--- config.mk ---
export PLATFORM = sky130hd
export DESIGN_NAME = xs3_serial_adder
export DESIGN_NICKNAME = d
export VERILOG_FILES = /design/src/rtl/xs3_serial_adder.sv
export SDC_FILE = /design/constraint.sdc
export NUM_CORES = 1
export LEC_CHECK = 0
export BUFFER_PORTS_ARGS = -buffer_cell sky130_fd_sc_hd__buf_2
export CORE_MARGIN = 5
export CORE_UTILIZATION = 35
export DETAILED_ROUTE_END_ITERATION = 10
export GPL_TIMING_DRIVEN = 0
export PLACE_DENSITY_LB_ADDON = 0.12
export SLEW_MARGIN = 20
export SYNTH_ARGS = -nofsm -noshare
export SYNTH_HDL_FRONTEND = slang
export SYNTH_SLANG_ARGS = --single-unit
--- constraint.sdc ---
create_clock -name clk -period 6 [get_ports clk]
set_clock_uncertainty 0.05 [all_clocks]
set_input_delay 0 -clock clk [delete_from_list [all_inputs] [get_ports clk]]
set_output_delay 0 -clock clk [all_outputs]
set_load 0.01 [all_outputs]
--- src/rtl/xs3_serial_adder.sv ---
// Digit-serial excess-3 adder: one XS-3 digit per clock, LSD first, done pulse on completion.
// Optional subtract mode is enabled by defining XS3_SUB_EN.
module xs3_serial_adder #(
    parameter int DIGITS = 4,
    parameter int CNT_W  = 4
) (
    input  logic                  clk,
    input  logic                  rst,
    input  logic                  start,
    input  logic [4*DIGITS-1:0]   A,
    input  logic [4*DIGITS-1:0]   B,
    input  logic                  Cin,
    input  logic                  sub,
    output logic                  busy,
    output logic                  done,
    output logic [4*DIGITS-1:0]   Sum,
    output logic                  Cout,
    output logic                  err
);

    typedef enum logic [1:0] {
        S_IDLE = 2'd0,
        S_RUN  = 2'd1,
        S_DONE = 2'd2
    } state_t;

    localparam logic [CNT_W-1:0] LAST_IDX = CNT_W'(DIGITS - 1);

    // A digit outside 0011..1100 is not a legal XS-3 code
    function automatic logic digit_bad(input logic [3:0] d);
        return (d < 4'd3) || (d > 4'd12);
    endfunction

    state_t              state_q, state_d;
    logic [CNT_W-1:0]    idx_q, idx_d;
    logic [4*DIGITS-1:0] a_q, a_d, b_q, b_d, sum_q, sum_d;
    logic                c_q, c_d, cout_q, cout_d, err_q, err_d;
    logic                busy_q, done_q;
    logic                sub_q, sub_d;
    logic                init_c_s;
    logic [3:0]          b_eff_s, digit_s;
    logic [4:0]          t_s;

`ifdef XS3_SUB_EN
    // Inverting an XS-3 digit gives its 9's complement; forced carry makes it ten's complement
    assign b_eff_s  = sub_q ? ~b_q[3:0] : b_q[3:0];
    assign init_c_s = sub ? 1'b1 : Cin;
    assign sub_d    = (state_q == S_IDLE && start) ? sub : sub_q;
`else
    logic sub_unused_s;
    assign sub_unused_s = sub;
    assign b_eff_s  = b_q[3:0];
    assign init_c_s = Cin;
    assign sub_d    = 1'b0;
`endif

    assign t_s     = {1'b0, a_q[3:0]} + {1'b0, b_eff_s} + {4'd0, c_q};
    assign digit_s = t_s[4] ? (t_s[3:0] + 4'd3) : (t_s[3:0] + 4'd13);

    // Next-state and datapath update
    always_comb begin
        state_d = state_q;
        idx_d   = idx_q;
        a_d     = a_q;
        b_d     = b_q;
        c_d     = c_q;
        sum_d   = sum_q;
        cout_d  = cout_q;
        err_d   = err_q;
        case (state_q)
            S_IDLE: begin
                if (start) begin
                    a_d     = A;
                    b_d     = B;
                    c_d     = init_c_s;
                    idx_d   = {CNT_W{1'b0}};
                    err_d   = 1'b0;
                    state_d = S_RUN;
                end else begin
                    state_d = S_IDLE;
                end
            end
            S_RUN: begin
                for (int i = 0; i < DIGITS; i++) begin
                    if (idx_q == CNT_W'(i)) begin
                        sum_d[4*i +: 4] = digit_s;
                    end else begin
                        sum_d[4*i +: 4] = sum_q[4*i +: 4];
                    end
                end
                err_d = err_q | digit_bad(a_q[3:0]) | digit_bad(b_q[3:0]);
                a_d   = a_q >> 3'd4;
                b_d   = b_q >> 3'd4;
                c_d   = t_s[4];
                if (idx_q == LAST_IDX) begin
                    cout_d  = t_s[4];
                    state_d = S_DONE;
                end else begin
                    idx_d   = idx_q + {{(CNT_W-1){1'b0}}, 1'b1};
                end
            end
            S_DONE: begin
                state_d = S_IDLE;
            end
            default: begin
                state_d = S_IDLE;
            end
        endcase
    end

    // State and datapath registers; busy/done registered from the next state
    always_ff @(posedge clk) begin
        if (rst) begin
            state_q <= S_IDLE;
            idx_q   <= {CNT_W{1'b0}};
            a_q     <= {(4*DIGITS){1'b0}};
            b_q     <= {(4*DIGITS){1'b0}};
            c_q     <= 1'b0;
            sub_q   <= 1'b0;
            sum_q   <= {(4*DIGITS){1'b0}};
            cout_q  <= 1'b0;
            err_q   <= 1'b0;
            busy_q  <= 1'b0;
            done_q  <= 1'b0;
        end else begin
            state_q <= state_d;
            idx_q   <= idx_d;
            a_q     <= a_d;
            b_q     <= b_d;
            c_q     <= c_d;
            sub_q   <= sub_d;
            sum_q   <= sum_d;
            cout_q  <= cout_d;
            err_q   <= err_d;
            busy_q  <= (state_d != S_IDLE);
            done_q  <= (state_d == S_DONE);
        end
    end

    assign busy = busy_q;
    assign done = done_q;
    assign Sum  = sum_q;
    assign Cout = cout_q;
    assign err  = err_q;

endmodule

==> results list, run 1 <==
* First-pass iteration count of the detailed router: 4
* Number of routed nets with antenna violations: 0
- Clock transition at the register clock pins on the worst setup and hold paths after CTS: 80 ps
* Clock tree root buffer cell: clkbuf_8
- DIE AREA: 9740 sq um
- Aggregate negative setup slack: 0 ps
* Combined area of the multi-input logic cells: 1420 sq um
- Counting every sink on the clock net gives 59.
* Most used standard cells in the synthesized netlist: 74 x nand2_1, 59 x dfxtp_1, 43 x nor2_1, 24 x a311oi_1, 17 x a21oi_1
- Floorplan die height: 98.7 microns
* DRC violation count after routing: 0
- Clock latency on the worst-skew pair, taken at its later pin, is 340 ps.
- Share of post-route cells with drive strength above 1: 0.215
- Largest buffer count on any clock path: 2
* Combinational share of power: 0.176
- Dominant register cell in the synthesized netlist: dfxtp_1
- Buffers inserted during clock tree synthesis total 9.
* Cell with the most instances after synthesis: nand2_1
- For the worst setup path, the data required time is 6180 ps.
- IR analysis of the VDD net gives a maximum drop of 0.000113 V.
- Clock tree from TritonCTS: yes
- After synthesis the cells add up to 2750 sq um.
* Sequential Power Share: 0.403
- In the routed layout, each cell is associated on average with a via count of 4.79.
- GRT Total Usage: 0.158
- Area of all placed cells without fillers: 3740 sq um
* Share of synthesized flip-flops with an asynchronous set or reset: 0
* Largest net degree at the start of global routing: 12
- Counting I/O delays and the setup requirement, the final critical path takes 3320 ps.
- Net switching power figure: 0.290 mW
- Of the total power, the share spent switching nets is 0.268.
- Portion of total power attributed to the clock network: 0.421
- The min-delay analysis places its worst path in the category input port to register.
- Of the post-synthesis cell area, the dominant cell type holds 0.429.
- H-tree Lvls: 3
- In this run the horizontal extent of the chip is 98.7 microns.
- The final layout contains routed wiring with a total length of 7190 microns.
- For the pin with the worst max-slew slack, the measured transition is 612 ps.
- By startpoint and endpoint, the worst setup path is classified as register to register.
- Placeable core region: 7690 sq um
* Routed length per instance: 13.6 microns
* Top-Level Pins: 57
- Max Cap Viol: 0
- Across all hold checks on the routed design, the worst slack comes to 147 ps.
- Input and output buffers added on the ports amount to 55.
- Ranked by total cell area, the synthesized netlist is headed by dfxtp_1 43%, nand2_1 10%, a311oi_1 7.6%.
- Rel. slew slack: 0.589
- Cell taking the most area after synthesis: dfxtp_1
- After synthesis the netlist holds a flip-flop and latch count of 59.
- Dividing the final minimum period by the clock period gives 0.553.
* Via count of the routed design: 2540
- Final weighted congestion of routability-driven global placement: 0.776
- Setup repair after global routing missed its margin: false
- The number of nets in the synthesized netlist is 373.
- Pwr Total: 1.08 mW
- The initial utilization of the core area, before any placement, comes to 0.358.
- Summing all flip-flop and latch instances after layout gives 1180 sq um.
- Relative to the synthesized area, the layout overhead comes to 35.7%.
- After legalization and detailed placement, the total HPWL measured 5180 microns.
- Portion of the post-synthesis area used by sequential elements: 0.429
- Data arrives at the worst endpoint at 3500 ps.
- Synthesis warning total: 0
- Based on the critical path, the design can be clocked at up to 0.301 GHz.
* Antenna diode instance count: 0
- Internal power contribution: 0.791 mW
* Static Leakage: 1.64 nW
- Drt initial violations: 73
- The total count of max-transition violations in the final report came to 0.
- Synthesis instantiated 45 different standard cells from the library.
- Type of destination of the critical path: register
- Number of synthesized flops with an enable pin: 0
* Power per cell area: 289 nW/um^2
- The cell count after synthesis came out at 324.
* Outcome: finished, final reports clean
* Cell Area, Placed: 3160 sq um
- The number of global-route vias before repair is 2552.
- Startpoint type of the worst setup path: register
- Crit Path Max Fanout: 8
- Global-route wire length before repair: 12400 microns
- Number of nets at the end of the flow: 472
- Total setup violations reported at the end of the flow: 0
- Mapped Avg Cell Area: 8.50 sq um
* GRT overflow: 0
- Row generation in the floorplan step produced 32 rows.
* Count of final hold-check violations: 0
- Initial antenna violation count: 0
- Fill cell instance count of the final layout: 782
## stage by stage
stage               utilization  instances  worst slack, ps
floorplan                     -        324             3080
global placement          0.411        481             2800
detailed placement        0.411        481             2720
CTS                       0.486        530             2690
global route              0.486        530             2450
finish                    0.486        530             2680
## logic make-up after synthesis
family,count (synthesis),share of synthesized area
AO/OA/AOI/OAI,62,0.173
XOR/XNOR,6,0.0191
adder cells (fa/ha/maj),12,0.0627
buffers and inverters,29,0.0572
flip-flops,59,0.429
multiplexers,4,0.0145
AND/OR/NAND/NOR,152,0.244
## area by class of cell
cell class | count | share of cell area
clock inverter | 6 | 0.0301
buffer | 21 | 0.0341
timing repair buffer | 88 | 0.162
inverter | 8 | 0.00803
multi-input combinational | 236 | 0.379
tap | 102 | 0.0341
sequential | 59 | 0.316
clock buffer | 10 | 0.0368
## metal layers
metal / wire [microns] / GRT usage / vias up / share of wire
li1: - / - / 1318 / -
met1: 3460 / 0.205 / 1162 / 0.48
met2: 3390 / 0.255 / 54 / 0.47
met3: 284 / 0.0439 / 6 / 0.039
met4: 59 / 0.0494 / 0 / 0.0082
met5: 0 / 0 / - / 0
## sequential cells by signal, summed over array words and instances, names as in the netlist
register	cells
Sum	16
a_q	16
b_q	16
idx_q	4
state_q	2
Cout	1
busy	1
c_q	1
done	1
err	1
## worst max-delay path: stages, from the launching register on
cell     delay, ps
dfxtp_1        370
fa_1           460
inv_1           80
fa_1           210
nor2b_1         80
o21a_1         170
nor2_1         260
inv_1          140
ha_1           300
a21o_1         110
a21oi_1         70
xnor2_1        500
nor4_1         120
a221o_1        280
## power groups by stage
stage               clock [mW]  combinational (mW)  sequential [mW]
floorplan                    0               0.119            0.444
global placement             0               0.173            0.444
detailed placement           0               0.176            0.445
CTS                      0.468               0.192            0.436
global route             0.485               0.214            0.440
finish                   0.455               0.190            0.436
## repair_timing
| action | CTS | global route |
|---|---|---|
| gates resized for setup | 0 | 0 |
| setup buffers | 0 | 0 |
| hold buffers | 33 | 0 |
| endpoints found under the hold margin | 33 | 0 |
## path summary, 6_finish.rpt
kind               start      end  slack, ps  cells past startpoint
setup reg to reg  a_q[0]   Sum[7]       2680                     13
setup / recovery  a_q[0]   Sum[7]       2680                     13
hold reg to reg   Sum[1]   Sum[1]        410                      2
hold / removal     start  b_q[15]        150                      5
## cell usage in the layout (no fill, tap or decap), drive strengths merged, types with 8 or more instances in the layout
| master | instances |
|---|---|
| a21oi | 17 |
| nor3 | 8 |
| nand2 | 75 |
| a311oi | 24 |
| dlygate4sd3 | 33 |
| dfxtp | 59 |
| inv | 8 |
| buf | 69 |
| clkbuf | 17 |
| nor2 | 45 |
| ha | 9 |
Power figures use the tool's default switching activity.
==> run 2, diff against run 1 <==
clock period = 3.22 ns   (was 6 ns; I/O delays follow)
==> run 2 against run 1 <==
Effect of this change: flip-flop and latch count did not move; combinational power grew 92%; via count decreased by 0.63%; worst setup slack got worse by 2500 ps; sequential share of layout area decreased by 0.16 points; cell area up 0.50%; utilization grew 0.24 points; die area unchanged; hold slack got worse by 4.9 ps; clock power increased by 86%; clock-buffer cell count stayed put; largest cell class unchanged; register-to-register slack lost 2500 ps.
==> results list, run 2 (synthesis gave the netlist of run 1 again) <==
- The share of the clock period used by the worst path came to 0.944 (+0.391).
- The number of buffers on the longest clock path came to 2 (unchanged).
- The die area is 9740 sq um (unchanged).
- Crit path required time: 3400 ps (-2780 ps)
- Global-route wire length before repair: 12400 microns (+0.10%)
- The overall fraction of global-route tracks in use is 0.158 (about the same).
- Outcome: finished, final reports clean
* Floorplan die height: 98.7 microns (unchanged)
* DP Wirelength: 5180 microns (unchanged)
- Crit Path Class: register to register
* Max Cap Viol: 0 (unchanged)
- The clock sink count was 59 (unchanged).
* Post-CTS Repair Setup Buffers: 0 (unchanged)
- Post-route worst setup slack: 179 ps (-2500 ps)
- The final critical delay including setup and external delays came to 3040 ps (-277 ps).
- H-tree Lvls: 3 (unchanged)
- The number of global-route vias before repair is 2555 (+0.12%).
* Initial antenna violation count: 0 (unchanged)
* Die Span X: 98.7 microns (unchanged)
- Startpoint type of the worst setup path: register
* Cell count after placement: 481 (unchanged)
- Final cell count without fillers: 530 (unchanged)
- Critical path data arrival time: 3220 ps (-280 ps)
* Cts bufs inserted: 9 (unchanged)
* Timing-limited maximum frequency: 0.329 GHz (+9.1%)
- Vias per cell: 4.76 (-0.63%)
- The power per cell area is 539 nW/um^2 (+86%).
- Share of post-route cells with drive strength above 1: 0.222 (+0.00701)
* Number of routed nets with antenna violations: 0 (unchanged)
- The utilization of the core after routing came to 0.489 (+0.00244).
* Via count of the routed design: 2524 (-0.63%)
* DRC violation count after routing: 0 (unchanged)
- Initial Util: 0.358 (unchanged)
- Final hold slack: 143 ps (-4.87 ps)
- The critical-path maximum fanout was 8 (unchanged).
* Area of all placed cells without fillers: 3760 sq um (+0.50%)
- The cell count of the worst reg-to-reg path was 13 (unchanged).
* Placeable core region: 7690 sq um (unchanged)
* Number of nets at the end of the flow: 472 (unchanged)
* Source-to-sink clock delay at the later pin of the worst-skew pair: 340 ps (about the same)
* Most frequent cells in the layout: 74 x nand2_1, 62 x buf_2, 59 x dfxtp_1
- The sum of routed wire length over all layers is 7190 microns (about the same).
- The first-iteration detailed-routing DRC count came to 72 (-1.4%).
* Layout Area Growth over Synthesis: 36.4%
- Count of final hold-check violations: 0 (unchanged)
* Type of destination of the critical path: register
- The antenna diode instance count is 0 (unchanged).
* Clock transition at the register clock pins on the worst setup and hold paths after CTS: 80 ps (about the same)
- Routed length per instance: 13.6 microns (about the same)
- VDD IR max: 0.000211 V (+86%)
- Pwr Total: 2.02 mW (+87%)
- Total setup violations reported at the end of the flow: 0 (unchanged)
- The instance count along the most critical hold path came to 5 (unchanged).
- The pre-CTS setup slack was -55.5 ps (-2780 ps).
- Slew at the pin closest to its max-slew limit: 595 ps (-17.6 ps)
- The library cell used most frequently in the layout, excluding fill and tap cells, is nand2_1.
- Worst min path class: input port to register
- The count of input and output buffers came to 55 (unchanged).
- The first-pass detailed-route iteration total was 4 (unchanged).
* Cell Area, Placed: 3160 sq um (unchanged)
- Site Rows: 32 (unchanged)
- The accumulated negative setup slack was 0 ps (unchanged).
- Setup repair after global routing left no endpoint under its margin.
- The leakage dissipation was 1.65 nW (+0.57%).
- The worst slew margin relative to its limit is 0.604 (+0.0147).
* Final weighted congestion of routability-driven global placement: 0.776 (unchanged)
- The cell sitting at the root of the clock tree is a clkbuf_8.
- The total count of max-transition violations in the final report is 0 (unchanged).
* Largest net degree at the start of global routing: 12 (unchanged)
* Clock tree from TritonCTS: yes
- Top-Level Pins: 57 (unchanged)
- GRT overflow: 0 (unchanged)
-- run 2: cell counts in the layout (fill, tap and decap cells not counted) --
No cell type changed its count.
-- run 2: final cells by class --
cell class	instances	area [sq um]
flip-flops and latches	59	1180
inverters	8	30.0
repair buffers	88	606
well taps	102	128
clock buffers	10	138
plain buffers	21	128
fillers	779	3930
multi-input cells	236	1430
clock inverters	6	113
-- run 2: path summary, 6_finish.rpt --
| check | start | endpoint | slack, ps |
|---|---|---|---|
| worst max-delay path | a_q[0] | Sum[7] | 180 |
| worst min-delay path | start | b_q[15] | 140 |
| worst min register to register | Sum[1] | Sum[1] | 410 |
| worst max register to register | a_q[0] | Sum[7] | 180 |
-- run 2: report_power, final --
| part | internal [mW] | switching (mW) | total, mW |
|---|---|---|---|
| Sequential | 0.779 | 0.0336 | 0.812 |
| Combinational | 0.165 | 0.199 | 0.365 |
| Clock | 0.536 | 0.310 | 0.847 |
-- run 2: worst max-delay path, cell delays in order, from the launching register on --
cell and delay [ps]:
dfxtp_1 430, fa_1 240, inv_1 60, fa_1 410
nor2b_1 220, o21a_1 180, nor2_4 60, inv_1 100
ha_1 240, a21o_1 190, a21oi_2 170, xnor2_2 200
nor4_1 110, a221o_1 270
-- run 2: metal layers --
| metal | global-route usage | vias to the layer above | routed length [microns] |
|---|---|---|---|
| met4 | 0.0494 | 0 | 48 |
| met1 | 0.205 | 1151 | 3450 |
| met3 | 0.0439 | 4 | 292 |
| met5 | 0 | - | 0 |
| li1 | - | 1321 | - |
| met2 | 0.255 | 48 | 3390 |
-- run 2: repair_timing --
action                                  in CTS  in global routing
gates resized for setup                      2                  2
endpoints found under the setup margin       3                  3
hold buffers                                33                  0
hold endpoints to repair                    33                  0
==> run 3, diff against run 2 <==
MAX_ROUTING_LAYER = met4   (was not set)
==> run 3 against run 2 <==
Effect of this change: total power is essentially flat; highest routed layer unchanged; clock-buffer cell count is the same; final cell count is the same; sequential share of layout area is the same; combinational power is essentially flat; die area is the same; largest power group unchanged.
==> results list, run 3 (synthesis gave the netlist of run 1 again) <==
* Power per cell area: 539 nW/um^2 (about the same)
- Placeable core region: 7690 sq um (unchanged)
- The internal power is 1.48 mW (about the same).
* DIE AREA: 9740 sq um (unchanged)
* Outcome: finished, final reports clean
- Crit Path Class: register to register
- The number of buffers created by CTS was 9 (unchanged).
* Largest net degree at the start of global routing: 12 (unchanged)
* Sum of routed wire length over all layers: 7200 microns (+0.17%)
- Post-route fraction of the period consumed by the critical path: 0.944 (about the same)
- The pre-CTS setup slack was -55.5 ps (unchanged).
- Worst min path class: input port to register
- The maximum clock frequency was 0.329 GHz (about the same).
* Post-layout minimum cycle time: 3040 ps (+0.521 ps)
- Antenna diode instance count: 0 (unchanged)
- Startpoint type of the worst setup path: register
- The total DRC errors in the routed layout came to 0 (unchanged).
- Site Rows: 32 (unchanged)
* Total setup violations reported at the end of the flow: 0 (unchanged)
- Cell count after placement: 481 (unchanged)
* Sequential Power Share: 0.401 (about the same)
* Count of final hold-check violations: 0 (unchanged)
- Count of pins over their slew limit: 0 (unchanged)
* Max Cap Viol: 0 (unchanged)
- Switching Fraction: 0.269 (+0.000648)
* Routed length per instance: 13.6 microns (+0.17%)
* Vias per cell: 4.76 (about the same)
* Number of routed nets with antenna violations: 0 (unchanged)
* Sinks on the clock net: 59 (unchanged)
- The final net count is 472 (unchanged).
- The growth of design area from synthesis to finish is 36.4% (unchanged).
- VDD IR max: 0.000211 V (about the same)
- DP Wirelength: 5180 microns (unchanged)
- The count of input and output buffers is 55 (unchanged).
- Crit path required time: 3400 ps (about the same)
- Largest buffer count on any clock path: 2 (unchanged)
* Via count of the routed design: 2522 (-0.079%)
- The fraction of layout instances using a drive strength above 1 is 0.222 (unchanged).
- Initial Util: 0.358 (unchanged)
- The met1 usage came to 0.205 (+0.000435).
* Crit Path Max Fanout: 8 (unchanged)
* Rel. slew slack: 0.604 (about the same)
* Final weighted congestion of routability-driven global placement: 0.786 (+1.4%)
- Setup slack, reg-to-reg: 180 ps (about the same)
- The number of global-route vias before repair came to 2555 (unchanged).
- Net switching power figure: 0.545 mW (+0.33%)
* Top-Level Pins: 57 (unchanged)
* Die Span X: 98.7 microns (unchanged)
- Portion of total power attributed to the clock network: 0.419 (about the same)
* H-tree Lvls: 3 (unchanged)
- The met2 usage was 0.255 (unchanged).
- The number of cells in the finished layout apart from fillers is 530 (unchanged).
* GRT overflow: 0 (unchanged)
* GRT Total Usage: 0.163 (+0.00467)
- Type of destination of the critical path: register
- Initial antenna violation count: 0 (unchanged)
* Global-route wire length before repair: 12400 microns (unchanged)
* Commonest non-fill, non-tap cell in the layout: nand2_1
- TritonCTS built the clock tree.
* Static Leakage: 1.65 nW (unchanged)
- Clock tree synthesis selected as its root buffer the cell clkbuf_8.
- Most frequent cells in the layout: 74 x nand2_1, 62 x buf_2, 59 x dfxtp_1
- The global routing usage on met3 is 0.0432 (-0.000708).
- Clock transition at the register clock pins on the worst setup and hold paths after CTS: 80 ps (about the same)
- The first-pass detailed-route iteration total was 4 (unchanged).
- The slack of the critical path was 179 ps (-0.521 ps).
- The height of the chip was 98.7 microns (unchanged).
* Drt initial violations: 88 (+22%)
- Source-to-sink clock delay at the later pin of the worst-skew pair: 340 ps (about the same)
* Pwr Total: 2.03 mW (about the same)
* Setup repair after global routing missed its margin: false
- met2 is the most crowded layer.
- Critical path data arrival time: 3220 ps (about the same)
* Aggregate negative setup slack: 0 ps (unchanged)
- The transition time at the pin with the least slew margin was 595 ps (-0.00215 ps).
- Combinational share of power: 0.180 (about the same)
[run 3: cell counts in the layout (fill, tap and decap cells not counted)]
Identical to the previous run, type by type.
[run 3: what timing repair did]
item                       4_1_cts  5_1_grt
setup buffers                    0        0
hold endpoints to repair        33        0
gates resized for setup          2        2
hold buffers                    33        0
setup endpoints to repair        3        3
[run 3: per-layer routing]
metal | part of all wire | wire length [microns] | up-vias
met1 | 0.48 | 3460 | 1150
met3 | 0.041 | 293 | 4
met4 | 0.0071 | 51 | 0
li1 | - | - | 1322
met5 | 0 | 0 | -
met2 | 0.47 | 3390 | 46
[run 3: power groups by stage]
| stage | clock, mW | sequential (mW) | combinational [mW] |
|---|---|---|---|
| final | 0.849 | 0.812 | 0.365 |
| after global routing | 0.903 | 0.820 | 0.407 |
| after CTS | 0.873 | 0.812 | 0.364 |
| after detailed placement | 0 | 0.829 | 0.327 |
| after global placement | 0 | 0.827 | 0.323 |
| after floorplan | 0 | 0.828 | 0.221 |
[run 3: through the flow]
stage / hold slack [ps] / util / cell area, sq um
final: 146 / 0.489 / 3760
after global routing: 158 / 0.489 / 3760
after CTS: 135 / 0.487 / 3750
after detailed placement: 195 / 0.411 / 3160
after global placement: 191 / 0.411 / 3160
after floorplan: 86.0 / - / 2750
[run 3: path summary, 6_finish.rpt]
path / from / endpoint / depth (start not counted)
min reg2reg: Sum[1] / Sum[1] / 2
max reg2reg: a_q[0] / Sum[7] / 13
max: a_q[0] / Sum[7] / 13
min: start / b_q[15] / 5
[run 3: layout make-up]
class / count / area (sq um)
Buffer: 21 / 128
Clock inverter: 6 / 113
Multi-Input combinational cell: 236 / 1430
Fill cell: 779 / 3930
Tap cell: 102 / 128
Timing Repair Buffer: 88 / 606
Sequential cell: 59 / 1180
Clock buffer: 10 / 138
Inverter: 8 / 30.0
[run 3: critical path: stages, from the launching register on]
cell	delay, ps
dfxtp_1	430
fa_1	240
inv_1	60
fa_1	410
nor2b_1	220
o21a_1	180
nor2_4	60
inv_1	100
ha_1	240
a21o_1	190
a21oi_2	170
xnor2_2	200
nor4_1	110
a221o_1	270
